### src/rtl/nn_seq_pkg.sv
// Shared types and helpers for the neural-net operation sequencer.
package nn_seq_pkg;

    // Sequencer FSM states
    typedef enum logic [1:0] {
        IDLE     = 2'd0,
        LEARN    = 2'd1,
        CLASSIFY = 2'd2,
        GAP      = 2'd3
    } state_t;

    // Arbitration outcome
    typedef enum logic [1:0] {
        OP_NONE     = 2'd0,
        OP_LEARN    = 2'd1,
        OP_CLASSIFY = 2'd2
    } op_t;

    // Width of the duration counter: must hold the longer of the two op lengths
    function automatic int dur_cnt_width(input int learn_cycles, input int classify_cycles);
        int longest;
        longest = (learn_cycles > classify_cycles) ? learn_cycles : classify_cycles;
        return $clog2(longest + 1);
    endfunction

    // Width needed to hold values 0..max_value
    function automatic int value_width(input int max_value);
        return $clog2(max_value + 1);
    endfunction

endpackage

### src/rtl/nn_seq_arb.sv
// Learn/classify arbiter: learn wins ties until it has taken MAX_LEARN_STREAK
// grants in a row, after which a pending classify is served.
module nn_seq_arb
    import nn_seq_pkg::*;
#(
    parameter int MAX_LEARN_STREAK = 2
) (
    input  logic clk,
    input  logic rst,
    input  logic arb_point,
    input  logic learn_req,
    input  logic classify_req,
    output op_t  grant
);

    localparam int STREAK_W = value_width(MAX_LEARN_STREAK);
    localparam logic [STREAK_W-1:0] STREAK_MAX = STREAK_W'(MAX_LEARN_STREAK);

    logic [STREAK_W-1:0] streak_r;
    op_t                 grant_s;

    // Pick the winner at an arbitration point; requests are ignored elsewhere
    always_comb begin
        grant_s = OP_NONE;
        if (arb_point) begin
            if (learn_req && classify_req) begin
                if (streak_r == STREAK_MAX) begin
                    grant_s = OP_CLASSIFY;
                end else begin
                    grant_s = OP_LEARN;
                end
            end else if (learn_req) begin
                grant_s = OP_LEARN;
            end else if (classify_req) begin
                grant_s = OP_CLASSIFY;
            end else begin
                grant_s = OP_NONE;
            end
        end else begin
            grant_s = OP_NONE;
        end
    end

    // Count consecutive learn grants (saturating); a classify grant restarts the count
    always_ff @(posedge clk or posedge rst) begin
        if (rst) begin
            streak_r <= '0;
        end else begin
            case (grant_s)
                OP_LEARN: begin
                    if (streak_r != STREAK_MAX) begin
                        streak_r <= streak_r + 1'b1;
                    end else begin
                        streak_r <= streak_r;
                    end
                end
                OP_CLASSIFY: streak_r <= '0;
                default:     streak_r <= streak_r;
            endcase
        end
    end

    assign grant = grant_s;

endmodule

### src/rtl/nn_op_sequencer.sv
// Drives the controller's learn/classify levels for fixed cycle counts,
// arbitrates between the two requesters and forces idle gaps between
// operations so the controller's address counters restart at zero.
module nn_op_sequencer
    import nn_seq_pkg::*;
#(
    parameter int LEARN_CYCLES     = 4,
    parameter int CLASSIFY_CYCLES  = 4,
    parameter int GAP_CYCLES       = 1,
    parameter int MAX_LEARN_STREAK = 2,
    parameter int COUNT_W          = 16
) (
    input  logic               clk,
    input  logic               rst,
    input  logic               learn_req,
    input  logic               classify_req,
    output logic               learn_ack,
    output logic               classify_ack,
    output logic               learn,
    output logic               classify,
    output logic               busy,
    output logic               learn_done,
    output logic               classify_done,
    output logic [COUNT_W-1:0] learn_count,
    output logic [COUNT_W-1:0] classify_count
);

    localparam int DUR_W = dur_cnt_width(LEARN_CYCLES, CLASSIFY_CYCLES);
    localparam int GAP_W = value_width(GAP_CYCLES);
    localparam logic [DUR_W-1:0]   LEARN_LAST    = DUR_W'(LEARN_CYCLES - 1);
    localparam logic [DUR_W-1:0]   CLASSIFY_LAST = DUR_W'(CLASSIFY_CYCLES - 1);
    localparam logic [GAP_W-1:0]   GAP_LAST      = GAP_W'(GAP_CYCLES - 1);
    localparam logic [COUNT_W-1:0] COUNT_MAX     = '1;

    if (LEARN_CYCLES < 1) begin : g_bad_learn_cycles
        $error("nn_op_sequencer: LEARN_CYCLES must be >= 1");
    end
    if (CLASSIFY_CYCLES < 1) begin : g_bad_classify_cycles
        $error("nn_op_sequencer: CLASSIFY_CYCLES must be >= 1");
    end
    if (GAP_CYCLES < 1) begin : g_bad_gap_cycles
        $error("nn_op_sequencer: GAP_CYCLES must be >= 1");
    end
    if (MAX_LEARN_STREAK < 1) begin : g_bad_streak
        $error("nn_op_sequencer: MAX_LEARN_STREAK must be >= 1");
    end
    if (COUNT_W < 1) begin : g_bad_count_w
        $error("nn_op_sequencer: COUNT_W must be >= 1");
    end

    state_t             state_r;
    state_t             state_nxt;
    logic [DUR_W-1:0]   dur_cnt_r;
    logic [DUR_W-1:0]   dur_nxt;
    logic [GAP_W-1:0]   gap_cnt_r;
    logic [GAP_W-1:0]   gap_nxt;
    logic               learn_ack_r;
    logic               learn_ack_nxt;
    logic               classify_ack_r;
    logic               classify_ack_nxt;
    logic               learn_done_r;
    logic               learn_done_nxt;
    logic               classify_done_r;
    logic               classify_done_nxt;
    logic [COUNT_W-1:0] learn_count_r;
    logic [COUNT_W-1:0] classify_count_r;
    logic               arb_point_s;
    op_t                grant_s;

    nn_seq_arb #(
        .MAX_LEARN_STREAK (MAX_LEARN_STREAK)
    ) u_arb (
        .clk          (clk),
        .rst          (rst),
        .arb_point    (arb_point_s),
        .learn_req    (learn_req),
        .classify_req (classify_req),
        .grant        (grant_s)
    );

    // Arbitration happens in every IDLE cycle and in the final GAP cycle only
    always_comb begin
        arb_point_s = 1'b0;
        case (state_r)
            IDLE:    arb_point_s = 1'b1;
            GAP:     arb_point_s = (gap_cnt_r == GAP_LAST);
            default: arb_point_s = 1'b0;
        endcase
    end

    // Next state, counters and one-cycle ack/done pulses
    always_comb begin
        state_nxt         = state_r;
        dur_nxt           = dur_cnt_r;
        gap_nxt           = gap_cnt_r;
        learn_ack_nxt     = 1'b0;
        classify_ack_nxt  = 1'b0;
        learn_done_nxt    = 1'b0;
        classify_done_nxt = 1'b0;
        case (state_r)
            IDLE, GAP: begin
                if (arb_point_s) begin
                    case (grant_s)
                        OP_LEARN: begin
                            state_nxt     = LEARN;
                            dur_nxt       = '0;
                            learn_ack_nxt = 1'b1;
                        end
                        OP_CLASSIFY: begin
                            state_nxt        = CLASSIFY;
                            dur_nxt          = '0;
                            classify_ack_nxt = 1'b1;
                        end
                        default: state_nxt = IDLE;
                    endcase
                end else begin
                    gap_nxt = gap_cnt_r + 1'b1;
                end
            end
            LEARN: begin
                if (dur_cnt_r == LEARN_LAST) begin
                    state_nxt      = GAP;
                    gap_nxt        = '0;
                    learn_done_nxt = 1'b1;
                end else begin
                    dur_nxt = dur_cnt_r + 1'b1;
                end
            end
            CLASSIFY: begin
                if (dur_cnt_r == CLASSIFY_LAST) begin
                    state_nxt         = GAP;
                    gap_nxt           = '0;
                    classify_done_nxt = 1'b1;
                end else begin
                    dur_nxt = dur_cnt_r + 1'b1;
                end
            end
            default: state_nxt = IDLE;
        endcase
    end

    // State, duration/gap counters and pulse registers
    always_ff @(posedge clk or posedge rst) begin
        if (rst) begin
            state_r         <= IDLE;
            dur_cnt_r       <= '0;
            gap_cnt_r       <= '0;
            learn_ack_r     <= 1'b0;
            classify_ack_r  <= 1'b0;
            learn_done_r    <= 1'b0;
            classify_done_r <= 1'b0;
        end else begin
            state_r         <= state_nxt;
            dur_cnt_r       <= dur_nxt;
            gap_cnt_r       <= gap_nxt;
            learn_ack_r     <= learn_ack_nxt;
            classify_ack_r  <= classify_ack_nxt;
            learn_done_r    <= learn_done_nxt;
            classify_done_r <= classify_done_nxt;
        end
    end

    // Saturating completed-operation counters, stepped alongside the done pulse
    always_ff @(posedge clk or posedge rst) begin
        if (rst) begin
            learn_count_r    <= '0;
            classify_count_r <= '0;
        end else begin
            if (learn_done_nxt && (learn_count_r != COUNT_MAX)) begin
                learn_count_r <= learn_count_r + 1'b1;
            end else begin
                learn_count_r <= learn_count_r;
            end
            if (classify_done_nxt && (classify_count_r != COUNT_MAX)) begin
                classify_count_r <= classify_count_r + 1'b1;
            end else begin
                classify_count_r <= classify_count_r;
            end
        end
    end

    assign learn          = (state_r == LEARN);
    assign classify       = (state_r == CLASSIFY);
    assign busy           = (state_r != IDLE);
    assign learn_ack      = learn_ack_r;
    assign classify_ack   = classify_ack_r;
    assign learn_done     = learn_done_r;
    assign classify_done  = classify_done_r;
    assign learn_count    = learn_count_r;
    assign classify_count = classify_count_r;

endmodule

### config.mk
export PLATFORM = sky130hd
export DESIGN_NAME = nn_op_sequencer
export DESIGN_NICKNAME = d
export VERILOG_FILES = /design/src/rtl/nn_seq_pkg.sv /design/src/rtl/nn_seq_arb.sv /design/src/rtl/nn_op_sequencer.sv
export SDC_FILE = /design/constraint.sdc
export NUM_CORES = 1
export LEC_CHECK = 0
export ABC_AREA = 0
export CAP_MARGIN = 25
export CORE_UTILIZATION = 45
export CTS_CLUSTER_SIZE = 16
export DETAILED_ROUTE_END_ITERATION = 8
export PLACE_DENSITY = 0.71
export SLEW_MARGIN = 20
export SYNTH_ARGS = -nofsm -noshare
export SYNTH_HDL_FRONTEND = slang
export SYNTH_SLANG_ARGS = --single-unit
### constraint.sdc
create_clock -name clk -period 2.57 [get_ports clk]
set_input_delay 0.514 -clock clk [delete_from_list [all_inputs] [get_ports clk]]
set_output_delay 0.514 -clock clk [all_outputs]
set_load 0.02 [all_outputs]
[Yosys cells after proc, flatten, opt, wreduce, memory -nomap -nowiden]
Index checks and enable logic that the tools add are counted.
Storage, ports and cells
  register bits after elaboration: 44
  bits of input ports: 4
  output and inout bits: 39
  word-level logic and storage cells: 73
Operators by class
  $add $sub $neg: 5
  equality and inequality tests: 16
  muxes and demuxes: 28
  bitwise operators: 1
  reductions and logical operators: 13
Operators with widths (number)
  $add A16 B1 Y16 const B: 2
  $ne A16 B16 Y1 const B: 2
  $mux W2: 8
  $pmux W2 S2: 3
  $mux W1: 11
  $ne A2 B2 Y1 const B: 5
  $mux W3: 3
  $eq A2 B2 Y1 const B: 4
  $pmux W3 S2: 1
  $reduce_and A2 Y1: 3
  $reduce_or A2 Y1: 3
  $eq A2 B1 Y1 const B: 2
  $ne A2 B1 Y1 const B: 2
  $pmux W1 S2: 2
  $reduce_bool A2 Y1: 2
  $add A3 B1 Y3 const B: 1
  $eq A3 B2 Y1 const B: 1
  $logic_and A1 B1 Y1: 3
  $reduce_and A3 Y1: 1
  $add A2 B1 Y2 const B: 1
  $logic_not A2 Y1: 1
  $add A1 B1 Y1 const B: 1
  $not A1 Y1: 1

[Logic depth before layout (Yosys ltp)]
  depth after elaboration: 9
  mapped depth: 10
  gate-level depth less buffers: 10

[Hierarchy]
Synthesis repeated with hierarchy kept, for this count alone.
Second synthesis, totals
  cells, all modules: 207
  area total of the unflattened synthesis: 2275.9 um^2
By module, submodules not included
  nn_op_sequencer: instances 1, cells each 192, area each 2139.6 um^2, seq. area each 1051.0 um^2
  nn_seq_arb: instances 1, cells each 15, area each 136.4 um^2, seq. area each 50.0 um^2

[Worst setup path before layout]
Ideal clock, no wire load.
  path kind: reg-to-reg
  from: register state_r[0]
  to: register u_arb.streak_r[0]
  setup time: 0.083 ns
  arrival: 2.162 ns
  required time: 2.487 ns
  path slack: 0.326 ns
  stages on the path, launching flop included: 9
  buffers on the path: 0
  clock period less this slack: 2.244 ns
  path through: dfrtp_1 -> inv_1 -> ha_1 -> a21oi_1 -> nand3_1 -> inv_1 -> ha_1 -> or4b_2 -> o21ai_0
Between the ends
  cells in the longest elaborated chain, start to end: 6
  elaborated cells between the ends (all ways): 10
  classes of those cells: eq/ne: 4; mux: 3; reduce/logical: 3
RTL lines
  start, declared: line nn_op_sequencer.sv:51  | state_t state_r;
  start signal, assigned: line nn_op_sequencer.sv:153  | state_r <= state_nxt;
  $eq A2 B2 Y1 or $logic_not A2 Y1 (tied branches): line nn_op_sequencer.sv:84  | case (state_r)
  $pmux W1 S2 (*): line nn_op_sequencer.sv:84
  $mux W2 (*): line nn_seq_arb.sv:25  | if (arb_point) begin
  $eq A2 B1 Y1 or $eq A2 B2 Y1 (tied branches): line nn_seq_arb.sv:49  | case (grant_s)
  $ne A2 B1 Y1 (no line) or $reduce_bool A2 Y1 (tied branches)
  $reduce_and A2 Y1 (no line)
  end signal, assigned: line nn_seq_arb.sv:52  | streak_r <= streak_r + 1'b1;
  end signal, assigned: line nn_seq_arb.sv:54  | streak_r <= streak_r;
  end signal, assigned: line nn_seq_arb.sv:58  | default: streak_r <= streak_r;
  end, declared: line nn_seq_arb.sv:19  | logic [STREAK_W-1:0] streak_r;
Every way passes the cells marked *; elsewhere a longest branch is shown, timed or not.
A chain may end at the register's enable or synchronous reset.

[Final worst setup path]
Same ends and word-level chain as after synthesis.

==> run_results.csv <==
group,metric,value,unit
run_status,status,"finished clean",
sta,period_share,91.4,%
clock_tree,worstSkewPairLatency,0.29,ns
routing,ant_nets,0,
sta,grt_setup_unrepaired,"no",
routing,drc_errors,0,
critical_path,critPathKind,"flop to flop",
pwr,ir_drop,0.369,mV
sta,worstMarginPinSlew,0.771,ns
final_layout,postLayoutCellArea,2780,sq um
clock_tree,cts.clk_slew.worst_paths,0.08,ns
pwr,total_power,1.87,mW
routing,route.detailed.wl_per_inst,13.1,um
synthesis,avgSynthCellArea,10.6,sq um
grt,gr-usage-all-layers,16.8,%
final_layout,drive_gt1_share,7.39,%
synthesis,synth_cells,206,
routing,drt_first_pass_iters,4,
routing,wirelength,4.06,mm
synthesis,synth_top_area_share,50.2,%
grt,grt_max_degree,45,
sta,skew,0.00418,ns
floorplanning,core-area,4690,sq um
clock_tree,cts_setup_buffers,0,
synthesis,synthArstFlopShare,100,%
floorplanning,dieArea,5150,sq um
final_layout,layout_common_cells,"dfrtp_1 (44), clkdlybuf4s50_1 (42), xor2_1 (25), nand2_1 (22), nor2_1 (12)",
floorplanning,initial_core_util,46.7,%
place,placed_area,2690,sq um
synthesis,synth-edff-count,0,
synthesis,yosysTopAreaCell,"dfrtp_1",
sta,timing.fmax,426,MHz
critical_path,cp-end-kind,"flop",
synthesis,syn_nets,221,
clock_tree,clk_root_buffer_cell,"clkbuf_8",
routing,viasPerCell,5.39,
place,hpwl,3.00,mm
routing,drtIter0Drc,157,
synthesis,ys_ff_latch,44,
hold_path,hp-class,"flop to flop",
pwr,p_per_area,671,nW/um^2
grt,use_met2,26.0,%
synthesis,synth_warnings,0,
floorplanning,io_pins,43,
sta,slew_violations,0,
final_layout,layout_commonest_cell,"dfrtp_1",
critical_path,start_kind,"flop",
critical_path,crit_fanout,6,
place,portBuffers,42,
clock_tree,cts_hold_buf,0,
sta,hold_viol_final,0,
job,cap_violations,0,
final_layout,nNetsFinal,271,
grt,grt_pass1_wl,6.67,mm
clock_tree,htree_levels,2,
clock_tree,cts-buffers-inserted,5,
pwr,leakagePower,1.31,nW
grt,grt_pass1_vias,1464,
final_layout,syn2layout_area_growth,26.9,%
sta,setup_viol,0,
critical_path,cp.arrival,2.56,ns
sta,slew_headroom,48.0,%
final_layout,n_antenna_cell,0,
clock_tree,clock_sinks,44,
place,gp_congestion,0.737,
routing,vias,1676,
grt,gr-usage-met3,4.64,%
synthesis,ys_types,33,
clock_tree,clock_path_buffers,2,
sta,fin_crit,2.35,ns
clock_tree,cts_tree,"built",
floorplanning,rows,25,
sta,whs,0.483,ns
synthesis,synthTopCellsByArea,"dfrtp_1 (50%), xor2_1 (10%), ha_1 (6.3%)",
critical_path,cp_data_required_time,2.78,ns
grt,busiest_layer,"met2",
synthesis,ys_seq_area_share,50.2,%
sta,setup-tns-final,0,ns
floorplanning,die_h,71.8,um
floorplanning,die_w,71.8,um
grt,grt_antenna_before_repair,0,
synthesis,synth_flop_cell,"dfrtp_1",
grt,grt.overflow.total,0,
clock_tree,cts_resized,0,
grt,grt_util_met1,22.9,%
synthesis,synth_area,2190,sq um
## sequential cells by signal, indices dropped and copies added, names as in the netlist
name	flops
u_arb.streak_r	2
learn_count	16
learn_ack	1
learn_done	1
gap_cnt_r	1
classify_count	16
classify_done	1
classify_ack	1
state_r	2
dur_cnt_r	3
## cell usage after synthesis (3+ instances only)
cell type and count:
mux2_2 3, o21ai_0 6, nor2_1 12, nand3_1 7, nand4_1 9, nor3_1 10
inv_1 12, xor2_1 25, a21oi_1 4, nand2_1 22, xnor2_1 3, ha_1 11
and2_1 4, nor4_1 6, and3_1 3, nand2b_1 3, dfrtp_1 44
## power by group
part           total, mW  internal, mW  leakage, nW  switching (mW)
clock              0.434         0.219       0.0455           0.215
sequential         0.853         0.780        0.603          0.0729
combinational      0.580         0.272        0.667           0.308
total               1.87          1.27         1.31           0.595
## metal layers
layer  vias to the layer above  part of all wire, %
met5                         -                    0
met1                       822                   49
met2                        35                   46
li1                        817                    -
met4                         0                 0.66
met3                         2                  3.7
## stage by stage
stage	utilization, %	worst slack (ns)	std cells
2_1_floorplan	-	0.326	206
3_3_place_gp	57.2	0.254	302
4_1_cts	59.3	0.190	311
6_report	59.3	0.222	311
5_1_grt	59.3	0.0369	311
3_5_place_dp	57.4	0.181	303
## cells by family after synthesis
| logic type | count (synthesis) | synth area share (%) |
|---|---|---|
| AO/OA/AOI/OAI | 17 | 5.94 |
| flip-flops | 44 | 50.2 |
| AND/OR/NAND/NOR | 88 | 21.9 |
| XOR/XNOR | 28 | 11.2 |
| buffers and inverters | 14 | 2.51 |
| multiplexers | 4 | 2.00 |
| adder cells (fa/ha/maj) | 11 | 6.28 |
## final cells by class
cell class                      instances  area, sq um
Clock buffer                            8         90.1
Fill cell                             415         1910
Inverter                               12         45.0
Multi-Input combinational cell        148         1040
Sequential cell                        44         1100
Tap cell                               54         67.6
Timing Repair Buffer                   45          443
## worst max-delay path, stage by stage, from the launching register on
cell	delay, ns
dfrtp_1	0.40
inv_1	0.08
ha_1	0.36
a21oi_1	0.27
nand3_1	0.15
inv_1	0.08
ha_1	0.25
or4b_2	0.60
o21ai_0	0.10
## worst paths after layout
path	startpoint	endpoint	slack (ns)	depth (start not counted)
max in group asynchronous	rst	learn_count[4]	1.51	3
max reg2reg	state_r[0]	u_arb.streak_r[0]	0.22	8
min	gap_cnt_r	gap_cnt_r	0.48	1
min reg2reg	gap_cnt_r	gap_cnt_r	0.48	1
max	state_r[0]	u_arb.streak_r[0]	0.22	8
min in group asynchronous	rst	classify_count[2]	0.66	3
(Power assumes the default switching activity.)
